<file path="config.mk">
export PLATFORM = sky130hd
export DESIGN_NAME = handshake_monitor_flat
export DESIGN_NICKNAME = d
export VERILOG_FILES = /design/src/rtl/handshake_monitor_if.sv /design/src/rtl/handshake_monitor.sv /design/src/flat_wrapper.sv
export SDC_FILE = /design/constraint.sdc
export NUM_CORES = 1
export LEC_CHECK = 0
export ABC_CLOCK_PERIOD_IN_PS = 4300
export CAP_MARGIN = 40
export CORE_MARGIN = 2
export CORE_UTILIZATION = 58
export DETAILED_ROUTE_END_ITERATION = 8
export PLACE_DENSITY = 0.87
export SLEW_MARGIN = 20
export SYNTH_ARGS = -nofsm -noshare
export SYNTH_HDL_FRONTEND = slang
export SYNTH_SLANG_ARGS = --single-unit
</file>
<file path="constraint.sdc">
create_clock -name CLK -period 4.3 [get_ports CLK]
set_input_delay 0.86 -clock CLK [delete_from_list [all_inputs] [get_ports CLK]]
set_output_delay 0.86 -clock CLK [all_outputs]
set_load 0.03 [all_outputs]
</file>
<file path="src/rtl/handshake_monitor_if.sv">
// Bundle of per-channel ready/valid observation signals and monitor results.
// The master side drives the observed traffic; the monitor is the slave.
interface handshake_monitor_if #(
    parameter int N_CH   = 3,
    parameter int DATA_W = 4,
    parameter int CNT_W  = 8
) ();
    logic [N_CH-1:0]        valid;
    logic [N_CH-1:0]        ready;
    logic [N_CH*DATA_W-1:0] data;
    logic                   clear;
    logic [N_CH*CNT_W-1:0]  xfer_count;
    logic [N_CH-1:0]        err_drop;
    logic [N_CH-1:0]        err_data;
    logic [N_CH-1:0]        err_timeout;
    logic                   any_error;

    modport master (
        output valid, ready, data, clear,
        input  xfer_count, err_drop, err_data, err_timeout, any_error
    );

    modport slave (
        input  valid, ready, data, clear,
        output xfer_count, err_drop, err_data, err_timeout, any_error
    );
endinterface

</file>
<file path="src/rtl/handshake_monitor.sv">
// Passive protocol checker for N_CH independent ready/valid channels: counts
// transfers and raises sticky drop / data-change / stall-timeout flags.
module handshake_monitor #(
    parameter int N_CH    = 3,
    parameter int DATA_W  = 4,
    parameter int CNT_W   = 8,
    parameter int TIMEOUT = 16
) (
    input  logic                 CLK,
    input  logic                 ASYNCRESET,
    handshake_monitor_if.slave   mon
);
    typedef enum logic {ST_IDLE = 1'b0, ST_PENDING = 1'b1} state_t;

    localparam logic [CNT_W-1:0] TO_VAL  = CNT_W'(TIMEOUT);
    localparam logic [CNT_W-1:0] TO_LAST = CNT_W'(TIMEOUT - 1);
    localparam logic [CNT_W-1:0] CNT_MAX = {CNT_W{1'b1}};

    logic [N_CH-1:0]       w_err_drop;
    logic [N_CH-1:0]       w_err_data;
    logic [N_CH-1:0]       w_err_timeout;
    logic [N_CH*CNT_W-1:0] w_xfer_count;
    logic                  r_any_error;

    genvar gi;
    generate
        for (gi = 0; gi < N_CH; gi++) begin : g_ch
            state_t            r_state, w_state_next;
            logic [CNT_W-1:0]  r_stall, w_stall_next;
            logic [CNT_W-1:0]  r_count;
            logic [DATA_W-1:0] r_capture, w_capture_next;
            logic [DATA_W-1:0] w_data;
            logic              w_valid, w_ready, w_xfer;
            logic              w_drop, w_mismatch, w_timeout;
            logic              r_drop, r_mismatch, r_timeout;

            assign w_valid = mon.valid[gi];
            assign w_ready = mon.ready[gi];
            assign w_data  = mon.data[gi*DATA_W +: DATA_W];
            assign w_xfer  = w_valid & w_ready;

            always_comb begin
                w_state_next   = r_state;
                w_stall_next   = r_stall;
                w_capture_next = r_capture;
                w_drop         = 1'b0;
                w_mismatch     = 1'b0;
                w_timeout      = 1'b0;
                case (r_state)
                    ST_IDLE: begin
                        if (w_valid && !w_ready) begin
                            w_state_next   = ST_PENDING;
                            w_capture_next = w_data;
                            w_stall_next   = CNT_W'(1);
                        end
                    end
                    ST_PENDING: begin
                        if (!w_valid) begin
                            w_drop       = 1'b1;
                            w_state_next = ST_IDLE;
                            w_stall_next = '0;
                        end else begin
                            w_mismatch = (w_data != r_capture);
                            if (w_ready) begin
                                w_state_next = ST_IDLE;
                                w_stall_next = '0;
                            end else begin
                                // Saturating at TIMEOUT keeps the flag to one pulse per stall.
                                if (r_stall < TO_VAL) begin
                                    w_stall_next = r_stall + CNT_W'(1);
                                end
                                w_timeout = (r_stall == TO_LAST);
                            end
                        end
                    end
                    default: begin
                        w_state_next = ST_IDLE;
                        w_stall_next = '0;
                    end
                endcase
            end

            always_ff @(posedge CLK or posedge ASYNCRESET) begin
                if (ASYNCRESET) begin
                    r_state   <= ST_IDLE;
                    r_stall   <= '0;
                    r_capture <= '0;
                end else begin
                    r_state   <= w_state_next;
                    r_stall   <= w_stall_next;
                    r_capture <= w_capture_next;
                end
            end

            // Clear wipes history first, then this edge's event is applied on top.
            always_ff @(posedge CLK or posedge ASYNCRESET) begin
                if (ASYNCRESET) begin
                    r_count    <= '0;
                    r_drop     <= 1'b0;
                    r_mismatch <= 1'b0;
                    r_timeout  <= 1'b0;
                end else begin
                    if (mon.clear) begin
                        r_count <= w_xfer ? CNT_W'(1) : '0;
                    end else if (w_xfer && (r_count != CNT_MAX)) begin
                        r_count <= r_count + CNT_W'(1);
                    end
                    r_drop     <= (r_drop     & ~mon.clear) | w_drop;
                    r_mismatch <= (r_mismatch & ~mon.clear) | w_mismatch;
                    r_timeout  <= (r_timeout  & ~mon.clear) | w_timeout;
                end
            end

            assign w_err_drop[gi]                  = r_drop;
            assign w_err_data[gi]                  = r_mismatch;
            assign w_err_timeout[gi]               = r_timeout;
            assign w_xfer_count[gi*CNT_W +: CNT_W] = r_count;
        end
    endgenerate

    always_ff @(posedge CLK or posedge ASYNCRESET) begin
        if (ASYNCRESET) begin
            r_any_error <= 1'b0;
        end else begin
            r_any_error <= |{w_err_drop, w_err_data, w_err_timeout};
        end
    end

    assign mon.xfer_count  = w_xfer_count;
    assign mon.err_drop    = w_err_drop;
    assign mon.err_data    = w_err_data;
    assign mon.err_timeout = w_err_timeout;
    assign mon.any_error   = r_any_error;
endmodule

</file>
<file path="src/flat_wrapper.sv">
// flat-port wrapper written by rule: the top's interface ports become plain ports
module handshake_monitor_flat 
#(
    parameter int N_CH    = 3,
    parameter int DATA_W  = 4,
    parameter int CNT_W   = 8,
    parameter int TIMEOUT = 16
)
  (CLK, ASYNCRESET, mon_valid, mon_ready, mon_data, mon_clear, mon_xfer_count, mon_err_drop, mon_err_data, mon_err_timeout, mon_any_error);
  handshake_monitor_if #(.N_CH(N_CH), .DATA_W(DATA_W), .CNT_W(CNT_W)) mon_i ();
  input  logic CLK;
  input  logic ASYNCRESET;
  input wire logic [$bits(mon_i.valid)-1:0] mon_valid;
  input wire logic [$bits(mon_i.ready)-1:0] mon_ready;
  input wire logic [$bits(mon_i.data)-1:0] mon_data;
  input wire logic [$bits(mon_i.clear)-1:0] mon_clear;
  output wire logic [$bits(mon_i.xfer_count)-1:0] mon_xfer_count;
  output wire logic [$bits(mon_i.err_drop)-1:0] mon_err_drop;
  output wire logic [$bits(mon_i.err_data)-1:0] mon_err_data;
  output wire logic [$bits(mon_i.err_timeout)-1:0] mon_err_timeout;
  output wire logic [$bits(mon_i.any_error)-1:0] mon_any_error;
  assign mon_i.valid = mon_valid;
  assign mon_i.ready = mon_ready;
  assign mon_i.data = mon_data;
  assign mon_i.clear = mon_clear;
  assign mon_xfer_count = mon_i.xfer_count;
  assign mon_err_drop = mon_i.err_drop;
  assign mon_err_data = mon_i.err_data;
  assign mon_err_timeout = mon_i.err_timeout;
  assign mon_any_error = mon_i.any_error;
  handshake_monitor #(.N_CH(N_CH), .DATA_W(DATA_W), .CNT_W(CNT_W), .TIMEOUT(TIMEOUT)) u_core (.CLK(CLK), .ASYNCRESET(ASYNCRESET), .mon(mon_i));
endmodule
</file>
=== Word level (Yosys, flattened, before mapping) ===
Index checks and enable logic that the tools add are counted.

* Input port bits: 21
* Logic and storage cells: 147
* Bits in registers: 73
* Output and inout port bits: 34

* Reduce and logical (&&, ||, !) cells: 19
* Bitwise operators: 25
* $add $sub $neg: 6
* Magnitude comparators: 3
* Mux-type cells: 57
* Equal/unequal tests: 15

{| class="wikitable"
|+ Operators with widths
! cell !! number
|-
| two-way mux 8 bit || 18
|-
| adder 8 x 1 -> 8 bit, second input constant || 6
|-
| one-hot mux 8 bit (2 select lines) || 3
|-
| two-way mux 1 bit || 33
|-
| equality test 8 x 4 -> 1 bit, second input constant || 3
|-
| < comparator 8 x 5 -> 1 bit, second input constant || 3
|-
| inequality test 8 bit, second input constant || 3
|-
| bitwise AND 1 bit || 12
|-
| inequality test 4 bit || 3
|-
| inequality test 4 bit, second input constant || 3
|-
| AND reduction 2 bit || 6
|-
| OR 1 bit || 9
|-
| OR reduction 9 bit || 1
|-
| logical AND 1 bit || 6
|-
| inequality test 2 x 1 -> 1 bit, second input constant || 3
|-
| one-hot mux 1 bit (2 select lines) || 3
|-
| nonzero test 2 bit || 3
|-
| inverter 1 bit || 4
|-
| logical NOT 1 bit || 3
|}

=== Depth between registers and ports, before layout ===
* Depth after elaboration: 5
* Gate-level depth with buffers: 6
* Gate-level depth less buffers: 5

=== Worst setup path after synthesis ===
OpenSTA, ideal clock, no wires.

* Path type: in2reg
* From: input mon_valid[2]
* To: register u_core.g_ch[2].r_capture[0]
* Setup time: 125 ps
* Stages: 4
* Arrival: 1,714 ps
* Path slack: 2,461 ps
* Cell sequence: buf_2 -> nand2b_1 -> nor2_1 -> mux2_2

* Cells in the longest elaborated chain, start to end: 2

{| class="wikitable"
|+ Ends and longest elaborated chain
! element !! RTL line !! text
|-
| start, declared || flat_wrapper.sv:13 || <nowiki>input wire logic [$bits(mon_i.valid)-1:0] mon_valid;</nowiki>
|-
| logical AND 1 bit || handshake_monitor.sv:51 || <nowiki>if (w_valid && !w_ready) begin</nowiki>
|-
| AND reduction 2 bit (no source line) || n/a ||
|-
| end signal, assigned || handshake_monitor.sv:91 || <nowiki>r_capture <= w_capture_next;</nowiki>
|-
| end, declared || handshake_monitor.sv:31 || <nowiki>logic [DATA_W-1:0] r_capture, w_capture_next;</nowiki>
|}

Every way passes these cells.
A chain may end at the register's enable or synchronous reset.

=== Worst setup path in the final report ===
* From: register u_core.g_ch[0].r_count[2]
* To: output mon_xfer_count[2]

{| class="wikitable"
|+ RTL lines
! element !! RTL line !! text
|-
| start, declared || handshake_monitor.sv:30 || <nowiki>logic [CNT_W-1:0] r_count;</nowiki>
|-
| start signal, assigned || handshake_monitor.sv:104 || <nowiki>r_count <= w_xfer ? CNT_W'(1) : '0;</nowiki>
|-
| start signal, assigned || handshake_monitor.sv:106 || <nowiki>r_count <= r_count + CNT_W'(1);</nowiki>
|-
| end, declared || flat_wrapper.sv:17 || <nowiki>output wire logic [$bits(mon_i.xfer_count)-1:0] mon_xfer_count;</nowiki>
|}

No word-level cell between the ends.

==> flow_summary.ini <==
[timing]
max_freq_mhz = 416
fin_crit_sh_pct = 56.0
clock_skew_ns = 0.00849
finalCriticalPeriod_ns = 2.41
finalHoldViolations = 0
slew_headroom_pct = 64.3
finalSetupTns_ns = 0
timing.final.ws_setup_ns = 1.89
worstMarginPinSlew_ns = 0.531
slew_violations = 0
grt_setup_unrepaired = false
setup_violations = 0

[critical_path]
r2r_slack_ns = 2.68
max_stage_delay_ns = 0.74
critical_path_class = flop to primary output
cp_top_family = buffers and inverters
path_max_fanout = 8
critPathRequiredTime_ns = 3.44
endpoint_kind = primary output
rr_startpoint = u_core.g_ch[0].r_count[0]
cp-start-kind = flop
critPathBufInv = 1
path_cells = clkdlybuf4s50_1
ff2ff_path_depth = 5
r2r_end = u_core.g_ch[0].r_count[1]
worst-endpoint-arrival_ns = 1.55
critPathSlowestCell = clkdlybuf4s50_1

[synthesis]
yosysTopAreaCellShare_pct = 51.4
synthFlopType = dfrtp_1
synth-seq-cells = 73
seq_area_frac_synth_pct = 51.4
synth_nets = 361
synthArstFlopShare_pct = 100
syn-instance-count = 334
synth_edf_count = 0
avgSynthCellArea_um2 = 10.6
yosys-top-cells-area = dfrtp_1 (51%), xnor2_1 (4.2%), mux2_2 (3.8%), o21ai_0 (3.2%), nor2_1 (3.2%)
synthesis.area_um2 = 3550
synth.yosys.warnings = 0
yosysUniqueCellTypes = 45
yosysTopAreaCell = dfrtp_1

[finish]
final_common_cell = dfrtp_1
design_area_um2 = 4350
antenna_cells = 0
fillCellCount = 425
nNetsFinal = 415
layout_common_cells = dfrtp_1 (73), clkdlybuf4s50_1 (54), nor2_1 (30), o21ai_0 (23), xnor2_1 (17)
syn2layout_area_growth_pct = 22.5
drive_gt1_share_pct = 10.2

[pwr]
p_sw_mw = 0.379
p_leak_nw = 1.90
powerDensity_nw_per_um2 = 352
comb_power_share_pct = 13.0
switching_share_pct = 24.8
power_mw = 1.53
irDropWorstVdd_uv = 192
clkPwrFrac_pct = 37.0
p_int_mw = 1.15
seqPwrFrac_pct = 50.0

[clock_network]
clk_pin_slew_ns = 0.07
cts_tree = yes
cts_resized = 0
clk_path_buf_depth = 2
cts_buffers = 9
ctsHoldBuffers = 0
cts_root_buf = clkbuf_8
post_cts_buffers = 0
cts_max_level = 3
clk_latency_ns = 0.34
numClockSinks = 73

[placement]
hpwl_um = 5180
dpl-instance-area_um2 = 4140
io_buffers = 54
preCtsSetupSlack_ns = 1.82
gp_congestion = 0.831

[global_routing]
grt_pass1_wl_um = 12400
antenna_found_initial = 0
overflow = 0
grt_usage_pct = 24.1
first_global_vias = 2695
grt_max_degree = 29

[routing]
drt-pass1-iter-count = 4
vias_per_cell = 5.92
ant_nets = 0
drt_iter0_markers = 152
drc = 0
routed_wl_um = 7510
vias = 2766
wl_per_cell_um = 16.1

[floorplan]
die_x_um = 82.3
rows = 28
core-area_um2 = 5920
initial_core_util_pct = 60.0
dieArea_um2 = 6770
die_h_um = 82.3
io_pins = 55

[min_path]
worstHoldPathCells = 1
whs_endpoint = u_core.g_ch[1].r_stall[3]
hp-start = u_core.g_ch[1].r_stall[3]
hold_path.class = flop to flop

[job]
maxCapViolations = 0

[outcome]
outcome = finished, final reports clean
sequential cells by signal (all words and copies together), names as in the netlist:
signal                  count
u_core.g_ch.r_capture      12
u_core.g_ch.r_count        24
u_core.g_ch.r_drop          3
u_core.g_ch.r_mismatch      3
u_core.g_ch.r_stall        24
u_core.g_ch.r_state         3
u_core.g_ch.r_timeout       3
u_core.mon.any_error        1
stage by stage:
step	utilization, %	hold WS (ns)	std cells
2_1_floorplan	-	0.445	334
3_5_place_dp	69.9	0.469	452
5_1_grt	73.5	0.491	467
3_3_place_gp	69.6	0.472	451
4_1_cts	73.5	0.480	467
6_report	73.5	0.481	467
cell families after synthesis:
family | after synthesis | share of synthesized area [%]
muxes | 21 | 6.34
adders and majority gates | 6 | 2.11
xor gates and xnor gates | 19 | 4.68
DFF | 73 | 51.4
AOI/OAI and AO/OA | 64 | 12.1
buffers and inverters | 28 | 3.94
and+or+nand+nor | 123 | 19.4
power by group through the flow:
stage	clock, mW	sequential (mW)	combinational [mW]
floorplan	0	0.781	0.122
global placement	0	0.775	0.191
detailed placement	0	0.778	0.201
CTS	0.574	0.766	0.202
global route	0.601	0.770	0.220
finish	0.566	0.766	0.200
synth_stat cells, drive strengths merged, types with 2 or more instances:
library cell / number
inv: 13
nand3b: 4
mux2: 12
nor3: 9
xnor2: 17
nor4: 4
dfrtp: 73
nand2b: 4
clkbuf: 5
nand2: 16
o211ai: 2
a41oi: 3
mux2i: 9
a21oi: 7
xor2: 2
buf: 10
a22o: 4
and2: 10
o2bb2ai: 2
o21ai: 25
nand3: 16
and3: 5
and4: 6
a32o: 5
a211oi: 3
ha: 6
o311ai: 2
nand4: 16
o31ai: 4
nor2: 31
cell type report:
cell class	instances	area, um2	share of cell area (%)
Clock inverter	2	35.0	0.805
Timing Repair Buffer	58	583	13.4
Multi-Input combinational cell	233	1590	36.5
Clock buffer	13	179	4.11
Tap cell	75	93.8	2.16
Sequential cell	73	1830	42.0
Inverter	13	48.8	1.12
how the worst max path moves through the flow:
stage                                    from                          end  slack, ns  cells after the start
floorplan                          ASYNCRESET  u_core.g_ch[0].r_capture[0]       1.59                      1
global placement                 mon_valid[2]  u_core.g_ch[2].r_capture[1]       1.86                      4
detailed placement               mon_valid[2]  u_core.g_ch[2].r_capture[0]       1.82                      4
CTS                 u_core.g_ch[0].r_count[2]            mon_xfer_count[2]       1.88                      1
global route        u_core.g_ch[0].r_count[2]            mon_xfer_count[2]       1.83                      1
finish              u_core.g_ch[0].r_count[2]            mon_xfer_count[2]       1.89                      1
layer usage:
metal / vias up / wire [um] / track usage, %
met5: - / 0 / 0
met4: 0 / 80 / 8.67
met3: 7 / 403 / 7.17
met2: 64 / 3770 / 39.8
met1: 1373 / 3260 / 29.9
li1: 1322 / - / -
No activity file was read; power rests on OpenSTA's default activity.
